File: config.mk
export PLATFORM = sky130hd
export DESIGN_NAME = psum_acc_ctrl
export DESIGN_NICKNAME = d
export VERILOG_FILES = /design/src/rtl/psum_acc_ctrl.sv
export SDC_FILE = /design/constraint.sdc
export NUM_CORES = 1
export LEC_CHECK = 0
export BUFFER_PORTS_ARGS = -buffer_cell sky130_fd_sc_hd__buf_2
export CORE_MARGIN = 2
export CORE_UTILIZATION = 50
export DETAILED_ROUTE_END_ITERATION = 6
export GPL_ROUTABILITY_DRIVEN = 0
export PLACE_DENSITY_LB_ADDON = 0.15
export SETUP_SLACK_MARGIN = 0.15
export SYNTH_ARGS = -nofsm -noshare
export SYNTH_HDL_FRONTEND = slang
export SYNTH_SLANG_ARGS = --single-unit
File: constraint.sdc
create_clock -name clk -period 7.8 [get_ports clk]
set_input_delay 0.39 -clock clk [delete_from_list [all_inputs] [get_ports clk]]
set_output_delay 0.39 -clock clk [all_outputs]
set_load 0.02 [all_outputs]
File: src/rtl/psum_acc_ctrl.sv
// rtl/psum_acc_ctrl.sv - OFIFO drain and multi-pass psum accumulate into single-port SRAM
module psum_acc_ctrl #(
    parameter int col     = 8,
    parameter int psum_bw = 16,
    parameter int DEPTH   = 16,
    parameter int AW      = 4,
    parameter int NPASS   = 9
) (
    input  logic                   clk,
    input  logic                   reset,
    input  logic                   start,
    input  logic                   relu_en,
    input  logic                   ofifo_valid,
    input  logic [psum_bw*col-1:0] psum_in,
    output logic                   ofifo_rd,
    output logic                   mem_cen,
    output logic                   mem_wen,
    output logic [AW-1:0]          mem_addr,
    output logic [psum_bw*col-1:0] mem_d,
    input  logic [psum_bw*col-1:0] mem_q,
    output logic                   busy,
    output logic                   done
);
    localparam int W  = psum_bw * col;
    localparam int PW = $clog2(NPASS + 1);

    typedef enum logic [2:0] {S_IDLE, S_WAIT, S_WR0, S_RDM, S_ACC, S_DONE} state_t;

    state_t          state_q;
    logic [AW-1:0]   addr_q;
    logic [PW-1:0]   pass_q;
    logic            relu_q;
    logic [W-1:0]    hold_q;
    logic            mem_cen_q;
    logic            mem_wen_q;
    logic [W-1:0]    mem_d_q;
    logic            busy_q;
    logic            done_q;

    logic            last_pass;
    logic [W-1:0]    wr0_d;
    logic [W-1:0]    acc_d;

    assign last_pass = (pass_q == PW'(NPASS - 1));

    // Lane-wise add without inter-lane carry; ReLU only on the final pass.
    always_comb begin
        wr0_d = psum_in;
        acc_d = '0;
        for (int i = 0; i < col; i++) begin
            acc_d[i*psum_bw +: psum_bw] = hold_q[i*psum_bw +: psum_bw] + mem_q[i*psum_bw +: psum_bw];
            if (relu_q && last_pass) begin
                if (wr0_d[(i+1)*psum_bw-1]) wr0_d[i*psum_bw +: psum_bw] = '0;
                if (acc_d[(i+1)*psum_bw-1]) acc_d[i*psum_bw +: psum_bw] = '0;
            end
        end
    end

    // Reset gates the pop and the chip enable so an in-flight write is dropped.
    assign ofifo_rd = (state_q == S_WAIT) && ofifo_valid && !reset;
    assign mem_cen  = mem_cen_q | reset;
    assign mem_wen  = mem_wen_q;
    assign mem_addr = addr_q;
    assign mem_d    = (state_q == S_ACC) ? acc_d : mem_d_q;
    assign busy     = busy_q;
    assign done     = done_q;

    always_ff @(posedge clk) begin
        if (reset) begin
            state_q   <= S_IDLE;
            addr_q    <= '0;
            pass_q    <= '0;
            relu_q    <= 1'b0;
            hold_q    <= '0;
            mem_cen_q <= 1'b1;
            mem_wen_q <= 1'b1;
            mem_d_q   <= '0;
            busy_q    <= 1'b0;
            done_q    <= 1'b0;
        end else begin
            case (state_q)
                S_IDLE: begin
                    if (start) begin
                        relu_q  <= relu_en;
                        addr_q  <= '0;
                        pass_q  <= '0;
                        busy_q  <= 1'b1;
                        state_q <= S_WAIT;
                    end
                end
                S_WAIT: begin
                    if (ofifo_valid) begin
                        hold_q    <= psum_in;
                        mem_cen_q <= 1'b0;
                        if (pass_q == '0) begin
                            mem_wen_q <= 1'b0;
                            mem_d_q   <= wr0_d;
                            state_q   <= S_WR0;
                        end else begin
                            mem_wen_q <= 1'b1;
                            state_q   <= S_RDM;
                        end
                    end
                end
                S_RDM: begin
                    mem_wen_q <= 1'b0;
                    state_q   <= S_ACC;
                end
                S_WR0, S_ACC: begin
                    if (state_q == S_ACC) mem_d_q <= acc_d;
                    mem_cen_q <= 1'b1;
                    mem_wen_q <= 1'b1;
                    if (addr_q == AW'(DEPTH - 1)) begin
                        addr_q <= '0;
                        pass_q <= pass_q + PW'(1);
                        if (last_pass) begin
                            done_q  <= 1'b1;
                            state_q <= S_DONE;
                        end else begin
                            state_q <= S_WAIT;
                        end
                    end else begin
                        addr_q  <= addr_q + AW'(1);
                        state_q <= S_WAIT;
                    end
                end
                S_DONE: begin
                    done_q  <= 1'b0;
                    busy_q  <= 1'b0;
                    state_q <= S_IDLE;
                end
                default: state_q <= S_IDLE;
            endcase
        end
    end
endmodule

==> results of run 1 <==
synthesized netlist by cell type, drive strengths merged, types with 5 or more instances:
cell type / count
ha: 123
o21ai: 70
nand2b: 10
a221oi: 9
a21oi: 317
and2: 7
o21a: 55
a21o: 41
or3: 5
o211ai: 9
nor2: 170
nand3: 33
a2111oi: 22
or2: 7
xor2: 44
clkbuf: 95
o22ai: 5
a22o: 67
nand2: 529
nor3: 21
inv: 23
fa: 8
a211o: 7
o21bai: 10
a211oi: 18
nand4: 12
a31oi: 72
nor2b: 15
a311oi: 15
a222oi: 13
o31ai: 12
dfxtp: 272
buf: 42
a22oi: 23
mux2i: 5
xnor2: 66
stage by stage:
| stage | hold WS (ns) | setup WS (ns) | cell area [um2] | utilization (%) | instances |
|---|---|---|---|---|---|
| 6_report | 0.134 | 3.65 | 21100 | 59.8 | 3119 |
| 5_1_grt | 0.128 | 3.33 | 21100 | 59.7 | 3111 |
| 4_1_cts | 0.118 | 3.59 | 21100 | 59.7 | 3102 |
| 3_5_place_dp | 0.452 | 4.06 | 20000 | 56.5 | 3042 |
| 3_3_place_gp | 0.442 | 4.23 | 20000 | 56.5 | 3042 |
| 2_1_floorplan | 0.430 | 4.64 | 17800 | - | 2309 |
power by group through the flow:
| stage | clock, mW | sequential [mW] | combinational [mW] |
|---|---|---|---|
| global placement | 0 | 1.53 | 0.796 |
| detailed placement | 0 | 1.53 | 0.812 |
| floorplan | 0 | 1.52 | 0.561 |
| CTS | 1.59 | 1.50 | 0.818 |
| finish | 1.57 | 1.50 | 0.825 |
| global route | 1.65 | 1.51 | 0.901 |
per-layer routing:
metal | part of all wire, % | vias to the layer above | GRT usage (%)
met4 | 3.5 | 14 | 12.3
met2 | 46 | 761 | 50.0
met5 | 0.15 | - | 0
met3 | 8.7 | 145 | 6.46
met1 | 42 | 8817 | 39.0
li1 | - | 8947 | -
worst min-delay path: stages:
cell	delay, ns
buf_2	0.11
nand2_1	0.05
a21oi_1	0.05
logic make-up after synthesis:
kind of cell	share of synthesized area [%]
multiplexers	0.428
flip-flops	30.5
AO/OA/AOI/OAI	31.1
XOR/XNOR	5.41
buffers and inverters	3.82
adder cells (fa/ha/maj)	9.53
AND/OR/NAND/NOR	19.2
cell type report:
cell class                 instances  share of cell area [%]
antenna                           17                   0.202
clock buffer                      56                    5.15
clock inverter                     4                  0.0948
tap                              461                    2.73
multi-input combinational       1877                    55.7
timing repair buffer             409                    9.94
sequential                       272                    25.8
inverter                          23                   0.409
path summary, 6_finish.rpt:
| kind | startpoint | to | depth (start not counted) |
|---|---|---|---|
| max | state_q[1]$_SDFFE_PP0P_ | mem_d[31] | 7 |
| min | psum_in[25] | hold_q[25]$_SDFFE_PP0P_ | 3 |
| max reg2reg | pass_q[0]$_SDFFE_PP0P_ | mem_d_q[118]$_SDFFE_PP0P_ | 8 |
| min reg2reg | hold_q[91]$_SDFFE_PP0P_ | hold_q[91]$_SDFFE_PP0P_ | 2 |
registers in the layout (all words and copies together) (netlist names):
signal	count
mem_addr	4
state_q	3
hold_q	128
done	1
mem_cen_q	1
mem_wen	1
pass_q	4
relu_q	1
mem_d_q	128
busy	1
==> summary.txt, run 1 <==
STA
  – Final min period: 4.15 ns
  – F_max: 241 MHz
  – RSZ-0062 raised after global routing: no
  – Final Cycle Share: 53.1%
  – Worst-margin pin slew: 1.21 ns
  – Final hold vios: 0
  – Final Max Tran Viols: 0
  – Worst Skew: 0.00765 ns
  – Setup violators final: 0
  – Relative slew margins: 19.2%
  – Post-route setup TNS: 0 ns

Pwr
  – Gate power share: 21.2%
  – Internal power: 2.73 mW
  – Clock group share of total power: 40.3%
  – Reg power frac: 38.5%
  – Max VDD drop: 0.183 mV
  – Net Sw Frac: 29.9%
  – Pwr Density: 185 nW/um2
  – NetSw: 1.17 mW
  – Lkg Pwr: 9.40 nW
  – Final Power: 3.90 mW

Run
  – Max Cap Viol: 0

Min path
  – Worst min path class: input port to register

Floorplan
  – Die width: 193 um
  – Starting Density: 50.5%
  – Die area: 37200 um2
  – Num ports: 398
  – Core ar.: 35300 um2
  – Die height: 193 um
  – Row count: 69

Route
  – DR vias: 18700
  – Final ANT Viol Nets: 0
  – Wirelength, routed: 59400 um
  – Vias per cell: 5.99
  – Drt pass-1 iters: 7
  – 1st-iter DRT viols: 1414
  – DR DRC count: 0
  – Wire per inst: 19.0 um

Cells and area
  – Nets: 3009
  – Most frequent cells in the layout: 525 x nand2_1, 396 x buf_2, 312 x a21oi_1
  – Multi-input logic area: 11800 um2
  – Most common cell after layout, fill and taps aside: nand2_1
  – Proportion of layout cells with a drive suffix above 1: 20.1%
  – Sequential cell area: 5450 um2
  – Area Overhead vs Synth: 18.4%
  – Layout fillers: 3299

Status
  – Outcome: completed

Critical path
  – Critical path buffers and inverters: 2
  – CP Cell Sequence: nor2_1 -> nand2_8 -> buf_4 -> nor2_1 -> o21ai_0 -> nand2_1 -> buf_2
  – Crit. End Element: output pin
  – CP Max Fanout: 83
  – Reg2Reg Setup Slack: 4.00 ns
  – WP data required: 7.41 ns
  – Crit-path leading delay family: simple AND/OR/NAND/NOR gates
  – Worst path slowest cell: nor2_1
  – Worst path most repeated cell: nor2_1
  – Startpoint Class: register
  – Critical path type: register to output pin
  – CP max stage delay: 0.70 ns
  – Arr. time, crit path: 3.76 ns

Synth
  – Post-synth cell types: 94
  – Number of synthesized flops with an enable pin: 0
  – Cells after synthesis: 2309
  – Ys Warns: 0
  – Largest area contributor in the netlist: dfxtp_1
  – Syn nets: 2701
  – Seq/Total Area, Yosys: 30.5%
  – Yosys reg bits: 272
  – Largest cells by area after synthesis: dfxtp_1 31%, nand2_1 11%, a21oi_1 8.8%
  – Mapped Avg Cell Area: 7.72 um2
  – Async set-reset flop share out of synthesis: 0%
  – Top cell type's share of synthesized area: 30.5%
  – Ys flop type: dfxtp_1
  – Synthesized area: 17800 um2

Clocking
  – CTS Sinks: 272
  – Clock Root Buffer: clkbuf_16
  – Hold-fix buffers at CTS: 0
  – CTS tree: built
  – Post_cts resized: 0
  – Setup Fix Bufs, Post-CTS: 0
  – Worst skew pair latency: 0.50 ns
  – H-tree levels: 2
  – Max Buffers Root-to-Sink: 3
  – Num CTS Buffers: 34
  – CTS clk-pin slew, worst paths: 0.06 ns

Global route
  – First-pass GRT wire length: 91200 um
  – Number of global-route vias before repair: 17600
  – GR Util All Layers: 30.5%
  – Total congestion overflow: 0
  – Largest net degree at the start of global routing: 171
  – Initial antenna violation count: 20

Placed design
  – Port Buf Inserts: 397
  – Dpl hpwl: 41000 um
Power figures use the tool's default switching activity.
==> run 2, diff against run 1 <==
--- a/config.mk
+++ b/config.mk
@@ -5,6 +5,7 @@
 export SDC_FILE = /design/constraint.sdc
 export NUM_CORES = 1
 export LEC_CHECK = 0
+export ABC_AREA = 1
 export BUFFER_PORTS_ARGS = -buffer_cell sky130_fd_sc_hd__buf_2
 export CORE_MARGIN = 2
 export CORE_UTILIZATION = 50
==> constraint.sdc (replaced) <==
create_clock -name clk -period 3.4 [get_ports clk]
set_input_delay 0.17 -clock clk [delete_from_list [all_inputs] [get_ports clk]]
set_output_delay 0.17 -clock clk [all_outputs]
set_load 0.02 [all_outputs]
==> summary.txt, run 2 <==
Synth
  – Post-synth cell types: 31
  – Largest cells by area after synthesis: dfxtp_1 27%, nand2_1 21%, nand3_1 8.7%
  – Seq/Total Area, Yosys: 27.2%
  – Ys flop type: dfxtp_1
  – Mapped Avg Cell Area: 5.90 um2
  – Largest area contributor in the netlist: dfxtp_1
  – Top cell type's share of synthesized area: 27.2%
  – Async set-reset flop share out of synthesis: 0%
  – Yosys reg bits: 272
  – Syn nets: 3787
  – Synth cell count leaders: 1101 x nand2_1, 454 x nor2_1, 350 x nand3_1
  – Ys Warns: 0
  – Cells after synthesis: 3395
  – Synthesized area: 20000 um2
  – Number of synthesized flops with an enable pin: 0
  – Most instantiated library cell after synthesis: nand2_1

Run
  – Max Cap Viol: 0

Critical path
  – CP Max Fanout: 98
  – WP data required: 3.23 ns
  – Reg2Reg Setup Slack: 0.60 ns
  – Startpoint Class: register
  – Crit. End Element: output pin
  – Crit Reg-Reg Endpoint: mem_d_q[37]$_SDFFE_PP0P_
  – Worst path slowest cell: buf_6
  – CP endpoint: mem_d[11]
  – CP Cell Sequence: inv_2 -> nand2_1 -> nor2_4 -> inv_4 -> buf_6 -> nand2_1 -> nand2_1 -> buf_2
  – CP Launch Point: state_q[1]$_SDFFE_PP0P_
  – Critical path type: register to output pin
  – FF-to-FF Start: state_q[1]$_SDFFE_PP0P_
  – Worst path most repeated cell: nand2_1
  – Reg2reg path depth: 12
  – Arr. time, crit path: 3.00 ns
  – CP max stage delay: 0.67 ns

Route
  – Wire per inst: 16.1 um
  – DR vias: 24000
  – Vias per cell: 5.47
  – Final ANT Viol Nets: 0
  – Wirelength, routed: 70600 um
  – DR DRC count: 3
  – 1st-iter DRT viols: 2167
  – Drt pass-1 iters: 7

Clocking
  – Setup Fix Bufs, Post-CTS: 0
  – Max Buffers Root-to-Sink: 3
  – CTS tree: built
  – Worst skew pair latency: 0.55 ns
  – Clock Root Buffer: clkbuf_16
  – CTS Sinks: 272
  – CTS clk-pin slew, worst paths: 0.06 ns
  – H-tree levels: 2
  – Num CTS Buffers: 35

STA
  – F_max: 316 MHz
  – Relative slew margins: 27.1%
  – RSZ-0062 raised after global routing: no
  – Setup violators final: 0
  – Final min period: 3.17 ns
  – Hold_ws: 0.178 ns
  – Final Max Tran Viols: 0
  – Worst-margin pin slew: 1.09 ns
  – Final hold vios: 0
  – Final Cycle Share: 93.2%
  – Worst Skew: 0.0143 ns
  – Post-route setup TNS: 0 ns
  – Setup ws final: 0.233 ns

Cells and area
  – Final instance area: 24800 um2
  – Most frequent cells in the layout: 1100 x nand2_1, 454 x nor2_1, 396 x buf_2
  – Final std cells w/o fill: 4385
  – Most common cell after layout, fill and taps aside: nand2_1
  – Nets: 4211
  – Area Overhead vs Synth: 23.9%
  – Biggest regs: hold_q: 128 flops, mem_d_q: 128 flops
  – Final design utilization: 62.6%
  – Proportion of layout cells with a drive suffix above 1: 13.1%

Status
  – Outcome: complete, but fails checks
  – Failing checks: design-rule violations

Placed design
  – Port Buf Inserts: 397
  – Area post-placement: 22200 um2
  – Place WS: 0.643 ns
  – Dpl hpwl: 48100 um
  – Dpl cells: 4175

Pwr
  – Final Power: 11.3 mW
  – Pwr Density: 455 nW/um2
  – Lkg Pwr: 12.8 nW
  – Max VDD drop: 0.325 mV

Floorplan
  – Die area: 41700 um2
  – Die width: 204 um
  – Starting Density: 50.5%
  – Row count: 73
  – Core ar.: 39600 um2
  – Die height: 204 um
  – Num ports: 398

Global route
  – First-pass GRT wire length: 111000 um
  – Total congestion overflow: 0
  – Largest net degree at the start of global routing: 238
  – Initial antenna violation count: 14
  – GR Util All Layers: 32.7%
  – Number of global-route vias before repair: 22200

Min path
  – Worst min path class: input port to register
run 2: layout make-up:
| type | instances | area, um2 |
|---|---|---|
| fillers | 3811 | 14800 |
| inverters | 291 | 1110 |
| well taps | 525 | 657 |
| clock buffers | 48 | 1000 |
| flip-flops and latches | 272 | 5450 |
| diodes | 15 | 37.5 |
| clock inverters | 15 | 191 |
| repair buffers | 545 | 3480 |
| multi-input cells | 2674 | 12900 |
run 2: logic make-up (layout without fill, tap and decap cells):
kind of cell | count (synthesis) | in the layout | synth area share, %
AND/OR/NAND/NOR | 1977 | 1977 | 40.1
XOR/XNOR | 59 | 59 | 2.58
adder cells (fa/ha/maj) | 131 | 131 | 8.48
flip-flops | 272 | 272 | 27.2
AO/OA/AOI/OAI | 507 | 507 | 12.9
buffers and inverters | 449 | 899 | 8.77
other | 0 | 15 | 0
run 2: how the worst min path moves through the flow:
stage               startpoint                        end  slack [ns]  depth (start not counted)
finish               mem_q[64]   mem_d_q[64]$_SDFFE_PP0P_        0.18                          6
global route        mem_q[112]  mem_d_q[112]$_SDFFE_PP0P_        0.21                          6
CTS                  mem_q[64]   mem_d_q[64]$_SDFFE_PP0P_        0.15                          6
detailed placement     relu_en        relu_q$_SDFFE_PP0P_        0.42                          3
global placement       relu_en        relu_q$_SDFFE_PP0P_        0.42                          3
floorplan              relu_en        relu_q$_SDFFE_PP0P_        0.30                          2
run 2: where the power goes:
group / leakage, nW / internal [mW] / switching, mW
clock: 0.589 / 2.38 / 1.56
sequential: 2.22 / 3.52 / 0.185
combinational: 10.0 / 1.31 / 2.34
total: 12.8 / 7.22 / 4.08
run 2: what timing repair did:
item | CTS | global route
hold buffers | 132 | 0
endpoints found under the hold margin | 160 | 0
resized for setup | 2 | 8
gates cloned | 0 | 0
setup endpoints to repair | 112 | 116
run 2: layer usage:
| layer | share of wire, % | vias to the layer above | global-route usage [%] |
|---|---|---|---|
| met5 | 0.041 | - | 0 |
| met4 | 4.4 | 6 | 15.0 |
| met3 | 8.3 | 217 | 5.72 |
| met2 | 46 | 1118 | 54.5 |
| met1 | 41 | 10900 | 41.1 |
| li1 | - | 11800 | - |
run 2: worst max-delay path: cells and delay by family, from the launching register on:
kind | cells | cell delay (ns)
and+or+nand+nor | 4 | 0.59
DFF | 1 | 0.41
buffers and inverters | 4 | 1.24
